**src/rtl/cpu_phase_seq.sv**
```systemverilog
// rtl/cpu_phase_seq.sv - cpu15 instruction sequencer: FT/DC/EX/WB phase enables, PC, IR, run/step/halt control
module cpu_phase_seq #(
  parameter int                   PC_WIDTH     = 8,
  parameter int                   INSTR_WIDTH  = 15,
  parameter logic [PC_WIDTH-1:0]  RESET_VECTOR = '0,
  parameter int                   FETCH_WAIT   = 0,
  parameter int                   RET_WIDTH    = 16
) (
  input  logic                   clk,
  input  logic                   rst_n,
  input  logic                   run,
  input  logic                   step,
  input  logic                   stall,
  input  logic                   jump_en,
  input  logic [PC_WIDTH-1:0]    jump_addr,
  input  logic                   halt_req,
  input  logic [INSTR_WIDTH-1:0] prom_data,
  output logic [PC_WIDTH-1:0]    prom_addr,
  output logic [PC_WIDTH-1:0]    p_count,
  output logic [INSTR_WIDTH-1:0] instr,
  output logic                   en_ft,
  output logic                   en_dc,
  output logic                   en_ex,
  output logic                   en_wb,
  output logic                   halted,
  output logic [RET_WIDTH-1:0]   retired
);

  typedef enum logic [2:0] {S_IDLE, S_FT, S_DC, S_EX, S_WB, S_HALT} state_t;

  localparam logic [1:0] FW = 2'(FETCH_WAIT);

  state_t                state, state_nxt;
  logic [1:0]            wait_cnt;
  logic                  step_flag;
  logic                  jump_lat;
  logic                  halt_lat;
  logic [PC_WIDTH-1:0]   jump_addr_lat;

  assign prom_addr = p_count;

  always_comb begin
    state_nxt = state;
    case (state)
      S_IDLE: if (run || step) state_nxt = S_FT;
      S_FT:   if (wait_cnt == FW) state_nxt = S_DC;
      S_DC:   state_nxt = S_EX;
      S_EX:   if (!stall) state_nxt = S_WB;
      S_WB: begin
        if (halt_lat)                 state_nxt = S_HALT;
        else if (step_flag || !run)   state_nxt = S_IDLE;
        else                          state_nxt = S_FT;
      end
      S_HALT: state_nxt = S_HALT;
      default: state_nxt = S_IDLE;
    endcase
  end

  // Enables are a registered decode of the next state so they are high exactly while in that state.
  always_ff @(posedge clk or negedge rst_n) begin
    if (!rst_n) begin
      state         <= S_IDLE;
      wait_cnt      <= '0;
      step_flag     <= 1'b0;
      jump_lat      <= 1'b0;
      halt_lat      <= 1'b0;
      jump_addr_lat <= '0;
      p_count       <= RESET_VECTOR;
      instr         <= '0;
      retired       <= '0;
      en_ft         <= 1'b0;
      en_dc         <= 1'b0;
      en_ex         <= 1'b0;
      en_wb         <= 1'b0;
      halted        <= 1'b0;
    end else begin
      state  <= state_nxt;
      en_ft  <= (state_nxt == S_FT);
      en_dc  <= (state_nxt == S_DC);
      en_ex  <= (state_nxt == S_EX);
      en_wb  <= (state_nxt == S_WB);
      halted <= (state_nxt == S_HALT);
      case (state)
        S_IDLE: begin
          wait_cnt <= '0;
          if (!run && step) step_flag <= 1'b1;
        end
        S_FT: begin
          if (wait_cnt == FW) begin
            instr    <= prom_data;
            wait_cnt <= '0;
          end else begin
            wait_cnt <= wait_cnt + 2'd1;
          end
        end
        S_EX: begin
          // Only the releasing cycle is sampled; values seen while stalled are discarded.
          if (!stall) begin
            jump_lat      <= jump_en;
            jump_addr_lat <= jump_addr;
            halt_lat      <= halt_req;
          end
        end
        S_WB: begin
          p_count   <= jump_lat ? jump_addr_lat : p_count + PC_WIDTH'(1);
          retired   <= retired + RET_WIDTH'(1);
          step_flag <= 1'b0;
          wait_cnt  <= '0;
        end
        default: ;
      endcase
    end
  end

endmodule

```
**config.mk**
```make
export PLATFORM = sky130hd
export DESIGN_NAME = cpu_phase_seq
export DESIGN_NICKNAME = d
export VERILOG_FILES = /design/src/rtl/cpu_phase_seq.sv
export SDC_FILE = /design/constraint.sdc
export NUM_CORES = 1
export LEC_CHECK = 0
export ABC_AREA = 1
export BUFFER_PORTS_ARGS = -buffer_cell sky130_fd_sc_hd__buf_4
export CORE_UTILIZATION = 33
export CTS_CLUSTER_DIAMETER = 40
export DETAILED_ROUTE_END_ITERATION = 12
export PLACE_DENSITY_LB_ADDON = 0.3
export SYNTH_ARGS = -nofsm -noshare
export SYNTH_HDL_FRONTEND = slang
export SYNTH_SLANG_ARGS = --single-unit
```
**constraint.sdc**
```tcl
create_clock -name clk -period 1.3 [get_ports clk]
set_clock_uncertainty 0.1 [all_clocks]
set_input_delay 0.13 -clock clk [delete_from_list [all_inputs] [get_ports clk]]
set_output_delay 0.13 -clock clk [all_outputs]
set_load 0.02 [all_outputs]
```
==> After elaboration in Yosys (flattened, before gate mapping) <==
Index checks and enable logic that the tools add are counted.
{ "classes": {"eq_ne": 11, "reduce_logical": 12, "muxes": 11, "addsub": 3, "n_bitwise": 1} }
{ "ops": {"columns": ["op", "n"], "rows": [
  ["$pmux 3 s6", 1],
  ["$add 16x1->16 const B", 1],
  ["$eq 3x2->1 const B", 4],
  ["$eq 3x3->1 const B", 4],
  ["$mux 3", 4],
  ["$add 8x1->8 const B", 1],
  ["$mux 8", 1],
  ["$eq 3x1->1 const B", 2],
  ["$reduce_and 2->1", 3],
  ["$pmux 2 s2", 1],
  ["$reduce_bool 2->1", 2],
  ["$logic_not 3->1", 1],
  ["$add 2x1->2 const B", 1],
  ["$logic_not 2->1", 1],
  ["$logic_or 1x1->1", 2],
  ["$mux 1", 2],
  ["$mux 2", 1],
  ["$ne 2x2->1 const B", 1],
  ["$pmux 1 s2", 1],
  ["$reduce_or 2->1", 1],
  ["$logic_and 1x1->1", 1],
  ["$logic_not 1->1", 1],
  ["$not 1->1", 1]
]} }
{ "word_totals": {"wordCells": 52, "ff_bits": 60, "out_inout_bits": 52, "inputBits": 30} }

==> Depth between registers and ports, before layout <==
Gate-level depths: netlist of run 1.
{ "depth": {"ltp_word": 6, "depth_mapped": 9, "mapped_depth_nobuf": 9} }

==> Least setup slack after synthesis of run 1 <==
No wires, ideal clock.
{ "synth_path": {"kind": "reg-to-reg", "from": "register retired[1]", "to": "register retired[14]", "path_slack_ns": -0.186, "t_arrival_ns": 1.273, "path_buffers": 0, "setup_ns": 0.113, "required_time_ns": 1.087, "stages_incl_launch_ff": 9, "path_cell_list": "dfrtp_1 > ha_1 > inv_1 > nor2_1 > nand2_1 > nor2_1 > nand3_1 > nand2_1 > inv_1"} }
{ "synth_via": {"elab_chain_len": 1} }
{ "synth_rtl": {"columns": ["item", "line", "text"], "rows": [
  ["start, declared", "26", "output logic [RET_WIDTH-1:0] retired"],
  ["start signal, assigned", "106", "retired <= retired + RET_WIDTH'(1);"],
  ["$add 16x1->16", "106", null]
]} }
No other way between the ends.
A chain may end at the register's enable or synchronous reset.

==> Final worst setup path of run 1 <==
{ "layout_path": {"from": "register state[2]", "to": "register en_ft"} }
{ "layout_via": {"elab_chain_len": 3, "elab_cells_between_ends": 11, "cone_classes": "6 x eq/ne; 4 x mux; 1 x reduce/logical"} }
{ "layout_rtl": {"columns": ["item", "line", "text"], "rows": [
  ["start, declared", "33", "state_t state, state_nxt;"],
  ["start signal, assigned", "77", "state <= state_nxt;"],
  ["$eq 3x3->1, or another cell as far along", "44", "case (state)"],
  ["$pmux 3 s6 *", "44", null],
  ["net state_nxt[2]", "33", null],
  ["$eq 3x1->1 *", "78", "en_ft <= (state_nxt == S_FT);"],
  ["end signal, assigned", "78", null],
  ["end, declared", "21", "output logic en_ft,"]
]} }
The timed path passes the listed nets; every way through them passes the cells marked *.

==> metrics.txt, run 1 <==
# TYPE chip_impl_metric gauge
chip_impl_metric{name="finalNonFillerCells",unit=""} 615
chip_impl_metric{name="slew_limit_fails",unit=""} 0
chip_impl_metric{name="ys.warnings.count",unit=""} 0
chip_impl_metric{name="vias",unit=""} 2749
chip_impl_metric{name="wire_per_inst",unit="um"} 12.1
chip_impl_info{name="crit_path_top_delay_cell",value="dfrtp_2"} 1
chip_impl_metric{name="critical-path-max-stage-delay",unit="ns"} 0.45
chip_impl_metric{name="finalHoldWorstSlack",unit="ns"} 0.0669
chip_impl_metric{name="worstRegToRegCells",unit=""} 5
chip_impl_info{name="worstReg2RegEnd",value="en_ft$_DFF_PN0_"} 1
chip_impl_metric{name="worstMarginPinSlew",unit="ns"} 0.325
chip_impl_metric{name="yosysUniqueCellTypes",unit=""} 31
chip_impl_info{name="whs_endpoint",value="step_flag$_DFFE_PN0P_"} 1
chip_impl_metric{name="die_footprint",unit="mm^2"} 0.00909
chip_impl_info{name="rsz0062_at_grt",value="yes"} 1
chip_impl_metric{name="core_area",unit="mm^2"} 0.00834
chip_impl_metric{name="grt_max_degree",unit=""} 61
chip_impl_metric{name="ys_seq_area_share",unit="%"} 52.2
chip_impl_metric{name="total_length_of_routed_wires",unit="um"} 7440
chip_impl_metric{name="h-tree-depth",unit=""} 3
chip_impl_metric{name="area_of_placed_instances",unit="mm^2"} 0.00384
chip_impl_info{name="hold_path.startpoint",value="step"} 1
chip_impl_metric{name="slew_headroom",unit="%"} 78.4
chip_impl_metric{name="drt-pass1-iter-count",unit=""} 4
chip_impl_metric{name="multi_input_area",unit="mm^2"} 0.00132
chip_impl_metric{name="viasPerCell",unit=""} 4.47
chip_impl_info{name="synth_top_cells_by_count",value="nand2_1 (132), dfrtp_1 (60), inv_1 (28), nor2_1 (24), o21ai_0 (17)"} 1
chip_impl_metric{name="cellPowerDensity",unit="mW/mm^2"} 2120
chip_impl_metric{name="finalCritPeriodShare",unit="%"} 106
chip_impl_metric{name="synthArstFlopShare",unit="%"} 100
chip_impl_metric{name="numClockSinks",unit=""} 60
chip_impl_metric{name="post_synth_inst_count",unit=""} 339
chip_impl_metric{name="post-route-drc-count",unit=""} 0
chip_impl_info{name="outcome",value="finished with violations"} 1
chip_impl_metric{name="vdd.ir_drop.worst",unit="mV"} 1.12
chip_impl_metric{name="final_area",unit="mm^2"} 0.00484
chip_impl_metric{name="ff_latch_area",unit="mm^2"} 0.00152
chip_impl_metric{name="effective_utilization_at_floorplan",unit="%"} 34.5
chip_impl_metric{name="min_period",unit="ns"} 1.38
chip_impl_metric{name="count_of_final_setup_violators",unit=""} 22
chip_impl_metric{name="globalRoute.totalOverflow",unit=""} 0
chip_impl_metric{name="total_power",unit="mW"} 10.3
chip_impl_metric{name="area_growth_syn_to_layout",unit="%"} 68.3
chip_impl_metric{name="number_of_inserted_diodes",unit=""} 0
chip_impl_info{name="worstPathCellList",value="buf_4, nor2_4, nand2_4, a21boi_2, nor3_2"} 1
chip_impl_metric{name="nets",unit=""} 539
chip_impl_metric{name="synth_largest_type_area_fraction",unit="%"} 52.2
chip_impl_info{name="post_synth_main_area_contributors",value="dfrtp_1 (52%), nand2_1 (17%), inv_1 (3.7%)"} 1
chip_impl_metric{name="die_w",unit="um"} 95.3
chip_impl_metric{name="clock_buffers_created_by_tritoncts",unit=""} 9
chip_impl_metric{name="final_layout_size_suffix_gt1_share",unit="%"} 45.7
chip_impl_metric{name="critical_path_required",unit="ns"} 1.42
chip_impl_metric{name="synth_edf_count",unit=""} 0
chip_impl_metric{name="clock_transition_at_the_register_clock_pins_on_the_worst_setup_and_hold_paths_after_cts",unit="ns"} 0.07
chip_impl_info{name="worst_r2r_startpoint",value="state[2]$_DFF_PN0_"} 1
chip_impl_metric{name="grt_pass1_vias",unit=""} 2496
chip_impl_metric{name="netlist_area",unit="mm^2"} 0.00287
chip_impl_metric{name="post-place-cells",unit=""} 549
chip_impl_info{name="critPathCaptureType",value="flip-flop"} 1
chip_impl_metric{name="drt_first_iter_violations",unit=""} 66
chip_impl_metric{name="hold_depth",unit=""} 3
chip_impl_metric{name="maxCapViolations",unit=""} 0
chip_impl_metric{name="die_y",unit="um"} 95.3
chip_impl_metric{name="synth_seq_cells",unit=""} 60
chip_impl_metric{name="finalWorstSetupSlack",unit="ns"} -0.0783
chip_impl_metric{name="max_freq",unit="GHz"} 0.726
chip_impl_info{name="cts_root_buffer",value="clkbuf_8"} 1
chip_impl_metric{name="grt_pass1_wl",unit="um"} 11400
chip_impl_info{name="synth_ff_type",value="dfrtp_1"} 1
chip_impl_info{name="min-delay-path-class",value="in -> reg"} 1
chip_impl_metric{name="num_io_pins",unit=""} 82
chip_impl_metric{name="port_buffers",unit=""} 81
chip_impl_metric{name="timing_hold_violations_final",unit=""} 0
chip_impl_info{name="cts_tree",value="done"} 1
chip_impl_metric{name="grt_antenna_before_repair",unit=""} 0
chip_impl_info{name="most_frequent_cell_after_synthesis",value="nand2_1"} 1
chip_impl_metric{name="synth_nets",unit=""} 373
chip_impl_info{name="crit_type",value="reg -> reg"} 1
chip_impl_metric{name="worst-r2r-setup-slack",unit="ns"} -0.08
chip_impl_metric{name="worst_skew_pair.late_latency",unit="ns"} 0.33
chip_impl_metric{name="final_core_util",unit="%"} 58.0
chip_impl_metric{name="gpl.final_weighted_congestion",unit=""} 0.754
chip_impl_metric{name="timing.critical_path.arrival",unit="ns"} 1.50
chip_impl_metric{name="p_leak",unit="nW"} 2.43
chip_impl_metric{name="core.rowCount",unit=""} 33
chip_impl_metric{name="cts_buffer_depth",unit=""} 2
chip_impl_metric{name="critPathMaxFanout",unit=""} 5
chip_impl_metric{name="num-fill-cells",unit=""} 758
chip_impl_metric{name="postRouteAntennaNets",unit=""} 0
chip_impl_info{name="failed_checks",value="setup timing"} 1
chip_impl_info{name="synthDominantAreaCellType",value="dfrtp_1"} 1
chip_impl_info{name="worstSetupStartpointType",value="flip-flop"} 1
chip_impl_metric{name="place_hpwl",unit="um"} 4870
chip_impl_metric{name="avgSynthCellArea",unit="um^2"} 8.48
chip_impl_metric{name="grt_usage",unit="%"} 16.5
## report_power, final
group          switching, mW  total (mW)  leakage (nW)  internal (mW)
combinational           2.73        5.21          1.56           2.48
clock                  0.741        1.93         0.114           1.19
sequential             0.570        3.12         0.752           2.55
total                   4.04        10.3          2.43           6.22
## cell usage in the layout, fill, tap and decap left out, types with 6 or more instances in the layout
cell / instances
o21ai_1: 10
clkbuf_8: 11
xor2_1: 6
nand2_2: 18
dfrtp_2: 15
buf_4: 108
nand2_1: 117
dlygate4sd3_1: 27
dfrtp_1: 45
nor2_2: 9
nor2_4: 9
inv_1: 25
nand3_1: 9
nor2_1: 13
buf_6: 25
o21ai_0: 6
## through the flow
step | setup TNS, ns | setup slack [ns]
CTS | -0.557 | -0.0546
global placement | -0.224 | -0.0368
detailed placement | -1.09 | -0.0579
floorplan | -0.0959 | -0.0399
global route | -3.87 | -0.137
finish | -0.472 | -0.0783
## logic make-up after synthesis
logic type	after synthesis	synth area share, %
DFF	60	52.2
and+or+nand+nor	189	28.6
adders and majority gates	4	1.74
buffers and inverters	47	8.58
xor gates and xnor gates	11	3.61
AOI/OAI and AO/OA	28	5.27
## flip-flops by register name (all words and copies together), names as in the netlist, 2 cells and up
signal         count
p_count            8
instr             15
retired           16
state              3
wait_cnt           2
jump_addr_lat      8
## routing by layer
layer / vias up / routed length [um] / global-route usage, %
met5: - / 0 / 0
met4: 0 / 110 / 4.92
li1: 1383 / - / -
met1: 1266 / 3220 / 20.2
met2: 88 / 3660 / 26.9
met3: 12 / 453 / 6.06
## worst max path at each step
stage                                 start                      end  cells past startpoint
finish                   state[2]$_DFF_PN0_          en_ft$_DFF_PN0_                      5
global route             state[0]$_DFF_PN0_  retired[11]$_DFFE_PN0N_                      8
CTS                      state[1]$_DFF_PN0_  retired[11]$_DFFE_PN0N_                      8
detailed placement  wait_cnt[0]$_DFFE_PN0P_    instr[13]$_DFFE_PN0P_                      6
global placement         state[1]$_DFF_PN0_  retired[11]$_DFFE_PN0N_                      8
floorplan            retired[0]$_DFFE_PN0N_  retired[12]$_DFFE_PN0N_                      7
## cell type report
cell class | instances | area share (%)
clock buffers | 13 | 3.29
clock inverters | 3 | 1.42
inverters | 33 | 3.21
multi-input cells | 233 | 27.2
flip-flops and latches | 60 | 31.4
well taps | 105 | 2.72
repair buffers | 165 | 30.1
repair inverters | 3 | 0.569
## repair_timing
item	CTS	global route
hold buffers	27	0
pin swaps	7	15
endpoints found under the setup margin	44	66
setup buffers	5	15
gates resized for setup	19	81
hold endpoints to repair	87	0
gates cloned	0	4
## worst max-delay path: cells and delay by family (launching register included)
family,cells,cell delay [ns]
flip-flops,1,0.45
AND/OR/NAND/NOR,3,0.37
AO/OA/AOI/OAI,1,0.20
buffers and inverters,1,0.15
Note: power is estimated with default switching activity, not from simulation.
==> inputs of run 2 (changes only) <==
==> constraint.sdc (replaced) <==
create_clock -name clk -period 1.5 [get_ports clk]
set_clock_uncertainty 0.1 [all_clocks]
set_input_delay 0.15 -clock clk [delete_from_list [all_inputs] [get_ports clk]]
set_output_delay 0.15 -clock clk [all_outputs]
set_load 0.02 [all_outputs]
==> run 2 against run 1 <==
  * The run now ends clean
  * Cell area down 16%
  * Core utilization down 9.2 points
  * Die area unchanged
  * Power down 30%
  * Critical path depth up 3
  * Global-route usage down 0.42 points
  * Setup slack better by 0.16 ns
  * Sequential share of layout area up 5.5 points
  * First-iteration DRC count up 38%
  * Cell count down 7.8%
  * Non-clock buffer count down 43
  * Combinational power down 36%
==> metrics.txt, run 2 (same netlist as run 1, synthesis figures left out) <==
# TYPE chip_impl_metric gauge
chip_impl_info{name="outcome",value="finished clean"} 1
chip_impl_metric{name="slew_limit_fails",unit=""} 0
chip_impl_metric{name="postRouteAntennaNets",unit=""} 0
chip_impl_metric{name="final_layout_size_suffix_gt1_share",unit="%"} 29.2
chip_impl_metric{name="max_freq",unit="GHz"} 0.704
chip_impl_metric{name="nets",unit=""} 492
chip_impl_metric{name="grt_max_degree",unit=""} 32
chip_impl_info{name="crit_type",value="reg -> reg"} 1
chip_impl_metric{name="core.rowCount",unit=""} 33
chip_impl_metric{name="die_footprint",unit="mm^2"} 0.00909
chip_impl_metric{name="grt_pass1_wl",unit="um"} 11000
chip_impl_metric{name="min_period",unit="ns"} 1.42
chip_impl_metric{name="clock_transition_at_the_register_clock_pins_on_the_worst_setup_and_hold_paths_after_cts",unit="ns"} 0.07
chip_impl_info{name="worstSetupStartpointType",value="flip-flop"} 1
chip_impl_metric{name="critical_path_required",unit="ns"} 1.63
chip_impl_info{name="min-delay-path-class",value="in -> reg"} 1
chip_impl_metric{name="place_hpwl",unit="um"} 4740
chip_impl_metric{name="num_io_pins",unit=""} 82
chip_impl_info{name="cts_tree",value="done"} 1
chip_impl_metric{name="drt_first_iter_violations",unit=""} 91
chip_impl_metric{name="grt_pass1_vias",unit=""} 2435
chip_impl_metric{name="globalRoute.totalOverflow",unit=""} 0
chip_impl_metric{name="worstMarginPinSlew",unit="ns"} 0.394
chip_impl_metric{name="slew_headroom",unit="%"} 73.7
chip_impl_info{name="final_cell_mix",value="nand2_1 (132), buf_4 (94), dfrtp_1 (58)"} 1
chip_impl_metric{name="finalCritPeriodShare",unit="%"} 94.8
chip_impl_metric{name="numClockSinks",unit=""} 60
chip_impl_metric{name="critPathMaxFanout",unit=""} 7
chip_impl_metric{name="vias",unit=""} 2520
chip_impl_metric{name="wire_per_inst",unit="um"} 11.9
chip_impl_metric{name="count_of_final_setup_violators",unit=""} 0
chip_impl_metric{name="clock_buffers_created_by_tritoncts",unit=""} 9
chip_impl_metric{name="viasPerCell",unit=""} 4.44
chip_impl_info{name="register_bank_with_the_most_flops",value="retired"} 1
chip_impl_metric{name="setup_total_negative_slack",unit="ns"} 0
chip_impl_metric{name="cellPowerDensity",unit="mW/mm^2"} 1780
chip_impl_metric{name="largest_register_ff_count",unit=""} 16
chip_impl_metric{name="cts_buffer_depth",unit=""} 2
chip_impl_metric{name="drt-pass1-iter-count",unit=""} 4
chip_impl_metric{name="area_growth_syn_to_layout",unit="%"} 41.7
chip_impl_metric{name="die_y",unit="um"} 95.3
chip_impl_metric{name="timing.critical_path.arrival",unit="ns"} 1.55
chip_impl_metric{name="die_w",unit="um"} 95.3
chip_impl_metric{name="effective_utilization_at_floorplan",unit="%"} 34.5
chip_impl_metric{name="p_leak",unit="nW"} 2.13
chip_impl_metric{name="number_of_inserted_diodes",unit=""} 0
chip_impl_metric{name="gpl.final_weighted_congestion",unit=""} 0.781
chip_impl_metric{name="grt_antenna_before_repair",unit=""} 0
chip_impl_metric{name="worst_skew_pair.late_latency",unit="ns"} 0.33
chip_impl_info{name="critPathCaptureType",value="flip-flop"} 1
chip_impl_metric{name="maxCapViolations",unit=""} 0
chip_impl_metric{name="h-tree-depth",unit=""} 3
chip_impl_metric{name="vdd.ir_drop.worst",unit="mV"} 0.869
chip_impl_metric{name="port_buffers",unit=""} 81
chip_impl_metric{name="post-route-drc-count",unit=""} 0
chip_impl_metric{name="grt_usage",unit="%"} 16.0
chip_impl_info{name="rsz0062_at_grt",value="yes"} 1
chip_impl_info{name="top_regs",value="retired (16), instr (15)"} 1
chip_impl_metric{name="total_length_of_routed_wires",unit="um"} 6730
chip_impl_metric{name="timing_hold_violations_final",unit=""} 0
chip_impl_metric{name="final_core_util",unit="%"} 48.8
chip_impl_info{name="leading_cell_type_in_the_layout_fill_and_taps_excluded",value="nand2_1"} 1
chip_impl_metric{name="core_area",unit="mm^2"} 0.00834
chip_impl_info{name="cts_root_buffer",value="clkbuf_8"} 1
run 2: cell types whose count changed in the layout (fill, tap and decap cells not counted), moves of 4 or more:
cell,change
buf_4,-14
buf_6,-25
dfrtp_1,+13
dfrtp_2,-13
nand2_1,+15
nand2_2,-16
nand3_1,+4
nand3_2,-4
nor2_1,+8
nor2_2,-4
nor2_4,-4
o21ai_0,+11
o21ai_1,-9
run 2: worst max-delay path, stage by stage (launching register included):
cell and delay [ns]:
dfrtp_2 0.46, nor2_4 0.15, nand2_4 0.12, nor2_4 0.16, nand2_2 0.09, nor2_2 0.10
nand2_1 0.06, nand2_1 0.06, nand2_1 0.04
run 2: where the power goes:
group          internal [mW]  total, mW  switching, mW
clock                  0.677       1.29          0.608
sequential              2.20       2.62          0.424
combinational           1.37       3.33           1.95
total                   4.25       7.23           2.99
run 2: cell type report:
type,instances,area [um^2]
clock buffers,13,159
clock inverters,2,10.0
fillers,794,4270
inverters,33,131
multi-input cells,232,1140
flip-flops and latches,60,1500
well taps,105,131
repair buffers,122,996
run 2: routing by layer:
layer  share of wire, %  vias to the layer above  wire, um  GRT usage (%)
met5                  0                        -         0              0
met4                1.1                        0        76           8.08
met3                6.1                        8       411           3.75
met2                 47                       85      3150           25.2
met1                 46                     1140      3090           20.6
li1                   -                     1287         -              -
run 2: through the flow:
step	worst slack, ns	std cells	total power, mW	hold slack [ns]	cell area, um^2
2_1_floorplan	0.0137	339	4.70	-0.246	2870
3_3_place_gp	0.0905	524	5.81	0.00487	3610
3_5_place_dp	0.0501	524	5.88	0.00931	3610
4_1_cts	0.0366	566	7.26	0.0496	4050
5_1_grt	-0.0247	567	7.79	0.0865	4070
6_report	0.0786	567	7.23	0.0726	4070
run 2: path summary, 6_finish.rpt:
path                                                end                          from  cells past startpoint  slack (ns)
setup / recovery                retired[11]$_DFFE_PN0N_            state[1]$_DFF_PN0_                      8        0.08
hold / removal                    step_flag$_DFFE_PN0P_                          step                      3        0.07
min in group asynchronous        retired[6]$_DFFE_PN0N_                         rst_n                      2        0.18
hold reg to reg            jump_addr_lat[5]$_DFFE_PN0P_  jump_addr_lat[5]$_DFFE_PN0P_                      2        0.38
setup reg to reg                retired[11]$_DFFE_PN0N_            state[1]$_DFF_PN0_                      8        0.08
max in group asynchronous            state[1]$_DFF_PN0_                         rst_n                      3        0.61
run 2: timing repair:
item,4_1_cts,5_1_grt
setup endpoints to repair,0,10
resized for setup,0,9
hold buffers,27,0
buffers inserted,0,1
hold endpoints to repair,72,0
